### src/rtl/clk_div_bank_if.sv
// Control and output bundle for clk_div_bank.
// Latency: wires only, no storage.
// Backpressure: none; every write strobe is taken on the edge it is presented.
//
// Signals:
//   enable   global run, 0 freezes every channel
//   wr_en    half-period write strobe
//   wr_ch    target channel of the write
//   wr_half  new half-period value
//   sync     realign request (only acted on when the bank is built with CLK_DIV_SYNC_EN)
//   clk_out  divided square waves
//   tick     one-cycle pulse per clk_out toggle
//   rise     one-cycle pulse per clk_out 0->1
interface clk_div_bank_if #(
   parameter int NUM_CH = 4,
   parameter int CNT_W  = 27
);
   logic              enable;
   logic              wr_en;
   logic [2:0]        wr_ch;
   logic [CNT_W-1:0]  wr_half;
   logic              sync;
   logic [NUM_CH-1:0] clk_out;
   logic [NUM_CH-1:0] tick;
   logic [NUM_CH-1:0] rise;

   // master drives the controls and watches the outputs
   modport master (
      output enable, wr_en, wr_ch, wr_half, sync,
      input  clk_out, tick, rise
   );

   // slave is the divider bank itself
   modport slave (
      input  enable, wr_en, wr_ch, wr_half, sync,
      output clk_out, tick, rise
   );
endinterface

### src/rtl/clk_div_bank.sv
// Bank of NUM_CH programmable square-wave dividers off clk_osc.
// Latency: clk_out/tick/rise update on the edge where the count hits the half-period.
// Backpressure: none; writes and sync always take effect on the next edge.
//
// Ports:
//   clk_osc    board oscillator, all logic on its rising edge
//   RESET      synchronous active-high reset, overrides everything
//   reset_out  unregistered copy of RESET for downstream blocks
//   bus        clk_div_bank_if slave: enable, write port, sync, clk_out/tick/rise
//
// Build option: define CLK_DIV_SYNC_EN to make sync clear every channel's
// phase (counter and clk_out) while keeping the programmed half-periods.
// Without it the sync input is left unconnected inside the bank.
module clk_div_bank #(
   parameter int          NUM_CH   = 4,
   parameter int          CNT_W    = 27,
   parameter int unsigned DEF_HALF = 24999999
) (
   input  logic          clk_osc,
   input  logic          RESET,
   output logic          reset_out,
   clk_div_bank_if.slave bus
);

   localparam logic [CNT_W-1:0] DEF_HALF_W = CNT_W'(DEF_HALF);

   logic [CNT_W-1:0]  cnt_q [NUM_CH];
   logic [CNT_W-1:0]  cnt_d [NUM_CH];
   logic [CNT_W-1:0]  hp_q  [NUM_CH];
   logic [CNT_W-1:0]  hp_d  [NUM_CH];
   logic [NUM_CH-1:0] clk_q, clk_d;
   logic [NUM_CH-1:0] tick_q, tick_d;
   logic [NUM_CH-1:0] rise_q, rise_d;
   logic [NUM_CH-1:0] wr_hit;
   logic              sync_hit;

   assign reset_out = RESET;

`ifdef CLK_DIV_SYNC_EN
   assign sync_hit = bus.sync;
`else
   logic unused_sync;
   assign unused_sync = bus.sync;
   assign sync_hit    = 1'b0;
`endif

   // Channel indices at or above NUM_CH never match, so such writes drop out.
   always_comb begin
      wr_hit = '0;
      for (int c = 0; c < NUM_CH; c++) begin
         wr_hit[c] = bus.wr_en && (bus.wr_ch == 3'(c));
      end
   end

   always_comb begin
      for (int c = 0; c < NUM_CH; c++) begin
         cnt_d[c]  = cnt_q[c];
         hp_d[c]   = hp_q[c];
         clk_d[c]  = clk_q[c];
         tick_d[c] = 1'b0;
         rise_d[c] = 1'b0;

         if (wr_hit[c]) begin
            // A write restarts the channel in its low phase; it beats a
            // terminal count on the same edge, so no tick escapes.
            hp_d[c]  = bus.wr_half;
            cnt_d[c] = '0;
            clk_d[c] = 1'b0;
         end else if (sync_hit) begin
            cnt_d[c] = '0;
            clk_d[c] = 1'b0;
         end else if (bus.enable) begin
            if (cnt_q[c] == hp_q[c]) begin
               cnt_d[c]  = '0;
               clk_d[c]  = ~clk_q[c];
               tick_d[c] = 1'b1;
               rise_d[c] = ~clk_q[c];
            end else begin
               cnt_d[c] = cnt_q[c] + CNT_W'(1);
            end
         end
      end
   end

   always_ff @(posedge clk_osc) begin
      if (RESET) begin
         for (int c = 0; c < NUM_CH; c++) begin
            cnt_q[c] <= '0;
            hp_q[c]  <= DEF_HALF_W;
         end
         clk_q  <= '0;
         tick_q <= '0;
         rise_q <= '0;
      end else begin
         for (int c = 0; c < NUM_CH; c++) begin
            cnt_q[c] <= cnt_d[c];
            hp_q[c]  <= hp_d[c];
         end
         clk_q  <= clk_d;
         tick_q <= tick_d;
         rise_q <= rise_d;
      end
   end

   assign bus.clk_out = clk_q;
   assign bus.tick    = tick_q;
   assign bus.rise    = rise_q;

endmodule

### src/flat_wrapper.sv
// flat-port wrapper written by rule: the top's interface ports become plain ports
module clk_div_bank_flat 
#(
   parameter int          NUM_CH   = 4,
   parameter int          CNT_W    = 27,
   parameter int unsigned DEF_HALF = 24999999
)
  (clk_osc, RESET, reset_out, bus_enable, bus_wr_en, bus_wr_ch, bus_wr_half, bus_sync, bus_clk_out, bus_tick, bus_rise);
  clk_div_bank_if #(.NUM_CH(NUM_CH), .CNT_W(CNT_W)) bus_i ();
  input  logic clk_osc;
  input  logic RESET;
  output logic reset_out;
  input wire logic [$bits(bus_i.enable)-1:0] bus_enable;
  input wire logic [$bits(bus_i.wr_en)-1:0] bus_wr_en;
  input wire logic [$bits(bus_i.wr_ch)-1:0] bus_wr_ch;
  input wire logic [$bits(bus_i.wr_half)-1:0] bus_wr_half;
  input wire logic [$bits(bus_i.sync)-1:0] bus_sync;
  output wire logic [$bits(bus_i.clk_out)-1:0] bus_clk_out;
  output wire logic [$bits(bus_i.tick)-1:0] bus_tick;
  output wire logic [$bits(bus_i.rise)-1:0] bus_rise;
  assign bus_i.enable = bus_enable;
  assign bus_i.wr_en = bus_wr_en;
  assign bus_i.wr_ch = bus_wr_ch;
  assign bus_i.wr_half = bus_wr_half;
  assign bus_i.sync = bus_sync;
  assign bus_clk_out = bus_i.clk_out;
  assign bus_tick = bus_i.tick;
  assign bus_rise = bus_i.rise;
  clk_div_bank #(.NUM_CH(NUM_CH), .CNT_W(CNT_W), .DEF_HALF(DEF_HALF)) u_core (.clk_osc(clk_osc), .RESET(RESET), .reset_out(reset_out), .bus(bus_i));
endmodule
### config.mk
export PLATFORM = sky130hd
export DESIGN_NAME = clk_div_bank_flat
export DESIGN_NICKNAME = d
export VERILOG_FILES = /design/src/rtl/clk_div_bank_if.sv /design/src/rtl/clk_div_bank.sv /design/src/flat_wrapper.sv
export SDC_FILE = /design/constraint.sdc
export NUM_CORES = 1
export LEC_CHECK = 0
export CORE_ASPECT_RATIO = 0.8
export CORE_MARGIN = 3
export CORE_UTILIZATION = 39
export CTS_BUF_LIST = sky130_fd_sc_hd__clkbuf_4 sky130_fd_sc_hd__clkbuf_8 sky130_fd_sc_hd__clkbuf_16
export DETAILED_ROUTE_END_ITERATION = 8
export GPL_TIMING_DRIVEN = 0
export SYNTH_ARGS = -nofsm -noshare
export SYNTH_HDL_FRONTEND = slang
export SYNTH_SLANG_ARGS = --single-unit
### constraint.sdc
create_clock -name clk_osc -period 4.2 [get_ports clk_osc]
set_clock_uncertainty 0.2 [all_clocks]
set_input_delay 0.84 -clock clk_osc [delete_from_list [all_inputs] [get_ports clk_osc]]
set_output_delay 0.84 -clock clk_osc [all_outputs]
set_load 0.005 [all_outputs]
Word-level counts from Yosys, hierarchy flattened
Memory sizes are Yosys's and may differ from the RTL's.
Index checks and enable logic that the tools add are counted.
Storage, ports and cells
  word-level logic and storage cells: 94
  memories: 2
  RAM bits: 216
  bits in latches: 0
  bits of input ports: 35
  bits in registers: 12
  memory bits (read-only): 0
  output and inout bits: 13
Operators by class
  $lt $le $gt $ge: 0
  multiply operators: 0
  equal/unequal tests: 7
  reduce and logical (&&, ||, !) cells: 21
  mux-type cells: 31
  bitwise gates (word level): 17
  divide/modulo/power cells: 0
  add/sub/neg operators: 4
  shift-type cells: 0
Memory list
  u_core.cnt_q: depth 4, bits a word 27, read ports 4, clocked after Yosys merged registers in 0, write ports 4, line clk_div_bank.sv:27  | logic [CNT_W-1:0] cnt_q [NUM_CH];
  u_core.hp_q: depth 4, bits a word 27, read ports 4, clocked after Yosys merged registers in 0, write ports 4, line clk_div_bank.sv:29  | logic [CNT_W-1:0] hp_q [NUM_CH];
Operator list (number)
  two-way mux 27 bit: 24
  adder 27 x 1 -> 27 bit (second input constant): 4
  equality test 27 bit: 4
  OR reduction 4 bit: 4
  OR reduction 3 bit: 4
  inverter 1 bit: 9
  bitwise OR 1 bit: 8
  AND reduction 2 bit: 4
  OR reduction 2 bit: 4
  two-way mux 1 bit: 7
  equality test 3 x 2 -> 1 bit (second input constant): 2
  logical AND 1 bit: 4
  equality test 3 x 1 -> 1 bit (second input constant): 1
  logical NOT 3 bit: 1

Logic depth before layout (Yosys ltp)
Gate-level depths: netlist of run 1.
An unclocked memory read counts as a cell.
  depth in word-level cells: 6
  depth in mapped cells: 7
  depth with buffers taken out: 6

Least setup slack after synthesis of run 1
Ideal clock, no wire load.
  path kind: input-to-reg
  from: in bus_wr_ch[1]
  to: mem u_core.cnt_q[0][10]
  required time: 3884 ps
  arrival time: 2092 ps
  stages on the path: 7
  setup slack: 1793 ps
  buffers on the path: 3
  library setup time: 116 ps
  cells stage by stage: clkbuf_1 -> or3_1 -> clkbuf_1 -> nand2b_1 -> o21bai_2 -> buf_4 -> nor2_1
RTL lines
  start, declared: line flat_wrapper.sv:15  | input wire logic [$bits(bus_i.wr_ch)-1:0] bus_wr_ch;
  end, declared: line clk_div_bank.sv:27

Final worst setup path of run 1
  from: in RESET
  to: out reset_out
RTL lines
  start, declared: line flat_wrapper.sv:11  | input logic RESET;
  end, declared: line flat_wrapper.sv:12  | output logic reset_out;
No word-level cell between the ends.

==> results of run 1 <==
## path summary, 6_finish.rpt
kind                                                          from                          endpoint  slack (ns)  depth (start not counted)
worst max-delay path                                         RESET                         reset_out        0.80                          3
worst min-delay path            u_core.bus.clk_out[2]$_SDFFE_PP0P_     u_core.bus.rise[2]$_SDFF_PP0_        0.25                          1
worst max register to register    u_core.cnt_q[0][91]$_SDFFE_PP0P_  u_core.cnt_q[0][99]$_SDFFE_PP0P_        1.72                          6
worst min register to register  u_core.bus.clk_out[2]$_SDFFE_PP0P_     u_core.bus.rise[2]$_SDFF_PP0_        0.25                          1
## through the flow
step	worst slack [ns]	utilization [%]	hold WS, ns	total power [mW]
global placement	0.4914	43.36	0.2446	2.538
detailed placement	0.4611	43.36	0.2405	2.541
finish	0.8013	46.65	0.2493	4.714
CTS	0.8204	46.65	0.2553	4.760
floorplan	1.793	-	0.2401	2.419
global route	0.7897	46.65	0.2900	4.868
## logic make-up after synthesis
kind of cell / after synthesis / share of synthesized area (%)
compound gates: 46 / 2.589
xor+xnor: 212 / 18.37
fa+ha+maj: 4 / 0.4931
buf+inv: 68 / 2.909
flops: 228 / 44.97
mux: 6 / 0.5917
simple gates: 627 / 30.08
## critical path, cell delays in order
cell             delay (ns)
clkdlybuf4s50_1        0.83
buf_4                  0.20
clkdlybuf4s50_1        0.49
## flip-flops by register name (all words and copies together), names as in the netlist
| signal | count |
|---|---|
| u_core.cnt_q | 108 |
| u_core.bus.rise | 4 |
| u_core.bus.clk_out | 4 |
| u_core.hp_q | 108 |
| u_core.bus.tick | 4 |
## layout make-up
cell class / instances / area (um^2)
Fill cell: 2487 / 13570
Buffer: 54 / 242.7
Clock buffer: 36 / 745.7
Clock inverter: 6 / 91.34
Inverter: 14 / 52.55
Sequential cell: 228 / 4564
Timing Repair Buffer: 44 / 440.4
Multi-Input combinational cell: 895 / 5290
Tap cell: 351 / 439.2
## report_power, final
group	switching, mW	leakage, nW	internal, mW
clock	0.866	0.421	1.35
combinational	0.159	2.05	0.104
sequential	0.0346	1.85	2.20
## placed cells by master (no fill, tap or decap), types with 17 or more instances in the layout
cell | netlist | routed
nand2_1 | 249 | 249
dfxtp_1 | 228 | 228
nor2_1 | 133 | 133
xnor2_1 | 119 | 119
xor2_1 | 92 | 92
nand3b_1 | 68 | 68
clkdlybuf4s50_1 | 0 | 44
nand4_1 | 41 | 41
a21oi_1 | 40 | 40
clkbuf_1 | 39 | 39
nand3_1 | 37 | 37
nor3_1 | 26 | 26
clkbuf_16 | 0 | 25
and3_1 | 19 | 19
nor4_1 | 17 | 17
## per-layer routing
layer,share of wire [%],vias up
li1,-,4071
met3,6.9,39
met2,41,196
met5,0,-
met1,50,3875
met4,1.8,0
==> reports/metrics.cfg, run 1 <==
[run_status]
outcome = complete, no violations

[global_routing]
use_met1_pct = 28.12
met2_usage_pct = 28.50
grt_pass1_wl_um = 42060
grtUsageTotal_pct = 18.86
grt-ovfl-total = 0
use_met3_pct = 3.678
antenna_found_initial = 0
busiest_layer = met2
grt_max_degree = 15
grt_pass1_vias = 7668

[flow_run]
maxCapViolCount = 0

[synth]
netlist_area_um2 = 10150
syn_inst = 1191
post-synth-top-count-cell = nand2_1
synth_flop_cell = dfxtp_1
synth.distinct_cells = 38
ys_warn_count = 0
synth_area_leader_cell = dfxtp_1
syn_avg_cell_area_um2 = 8.522
async_reset_ff_share_pct = 0
ys_seq_area_share_pct = 44.97
yosys-top-cells-area = dfxtp_1 45%, xnor2_1 10%, nand2_1 9.2%
synth_edf_count = 0
yosys-top-cells-count = 249 x nand2_1, 228 x dfxtp_1, 133 x nor2_1
yosys_register_bits = 228
synth_top_area_share_pct = 44.97
synth_nets = 1230

[sta]
fmax_ghz = 0.2942
tightest_slew_ns = 0.9568
setup_viol = 0
rsz0062_at_grt = false
min_period_ns = 3.399
drv_slew = 0
report.final.hold_viol_count = 0
slew_headroom_pct = 36.21
post-route-period-util_pct = 80.92
tns_ns = 0

[place]
dp.cells = 1586
gp_congestion = 0.8499
port_buffers = 44
postPlaceCellArea_um2 = 11030
place_hpwl_um = 19670

[floorplanning]
chipHeight_um = 150.3
die_area_um2 = 28010
coreArea_um2 = 25440
io_pins = 48
initial_core_util_pct = 39.90
num_rows = 52
die_x_um = 186.4

[setup_path]
worstSetupStartpointType = primary input
end_kind = output pin
critical_path_class = in -> out
worstPathRequired_ns = 3.16
worstPathArrival_ns = 2.36
critPathMaxFanout = 7

[final_layout]
antenna_cells = 0
area_growth_pct = 16.91
design_area_um2 = 11870
finalNonFillerCells = 1628
drive_gt1_share_pct = 5.325
nets = 1300

[clock_tree]
cts_tree = done
cts_sinks = 228
post-cts-setup-buffers = 0
clockRootBuffer = clkbuf_16
holdBufCountCts = 0
cts_resized = 0
ctsLongestPathBuffers = 3
htree_levels = 1
clk_latency_ns = 0.52
cts_made_buffers = 24
clk_pin_slew_worst_paths_ns = 0.06

[route]
drt_first_pass_iters = 5
vias = 8181
vias_per_cell = 5.025
antenna_left = 0
drc_errors = 0
wl_per_cell_um = 16.50
drt-total-wl_um = 26870
drtIter0Drc = 611

[power_and_ir_drop]
p_per_area_nw_per_um2 = 397.3
leakagePower_nw = 4.317
ir_drop_mv = 0.2658

[worst_hold_path]
min_path_type = reg -> reg

Power figures use the tool's default switching activity.
==> run 2: changes to the inputs <==
==> constraint.sdc (replaced) <==
create_clock -name clk_osc -period 3.4 [get_ports clk_osc]
set_clock_uncertainty 0.2 [all_clocks]
set_input_delay 0.68 -clock clk_osc [delete_from_list [all_inputs] [get_ports clk_osc]]
set_output_delay 0.68 -clock clk_osc [all_outputs]
set_load 0.005 [all_outputs]
==> results of run 2 <==
Same layout as run 1 (identical final DEF). Status: complete, no violations.
Among the figures that moved: setup slack after placement 0.4611 ns -> -0.1789 ns; setup slack after layout 0.8013 ns -> 0.3213 ns; register-to-register setup slack 1.72 ns -> 0.92 ns; total power 4.714 mW -> 5.824 mW; worst IR drop on VDD 0.2658 mV -> 0.3284 mV
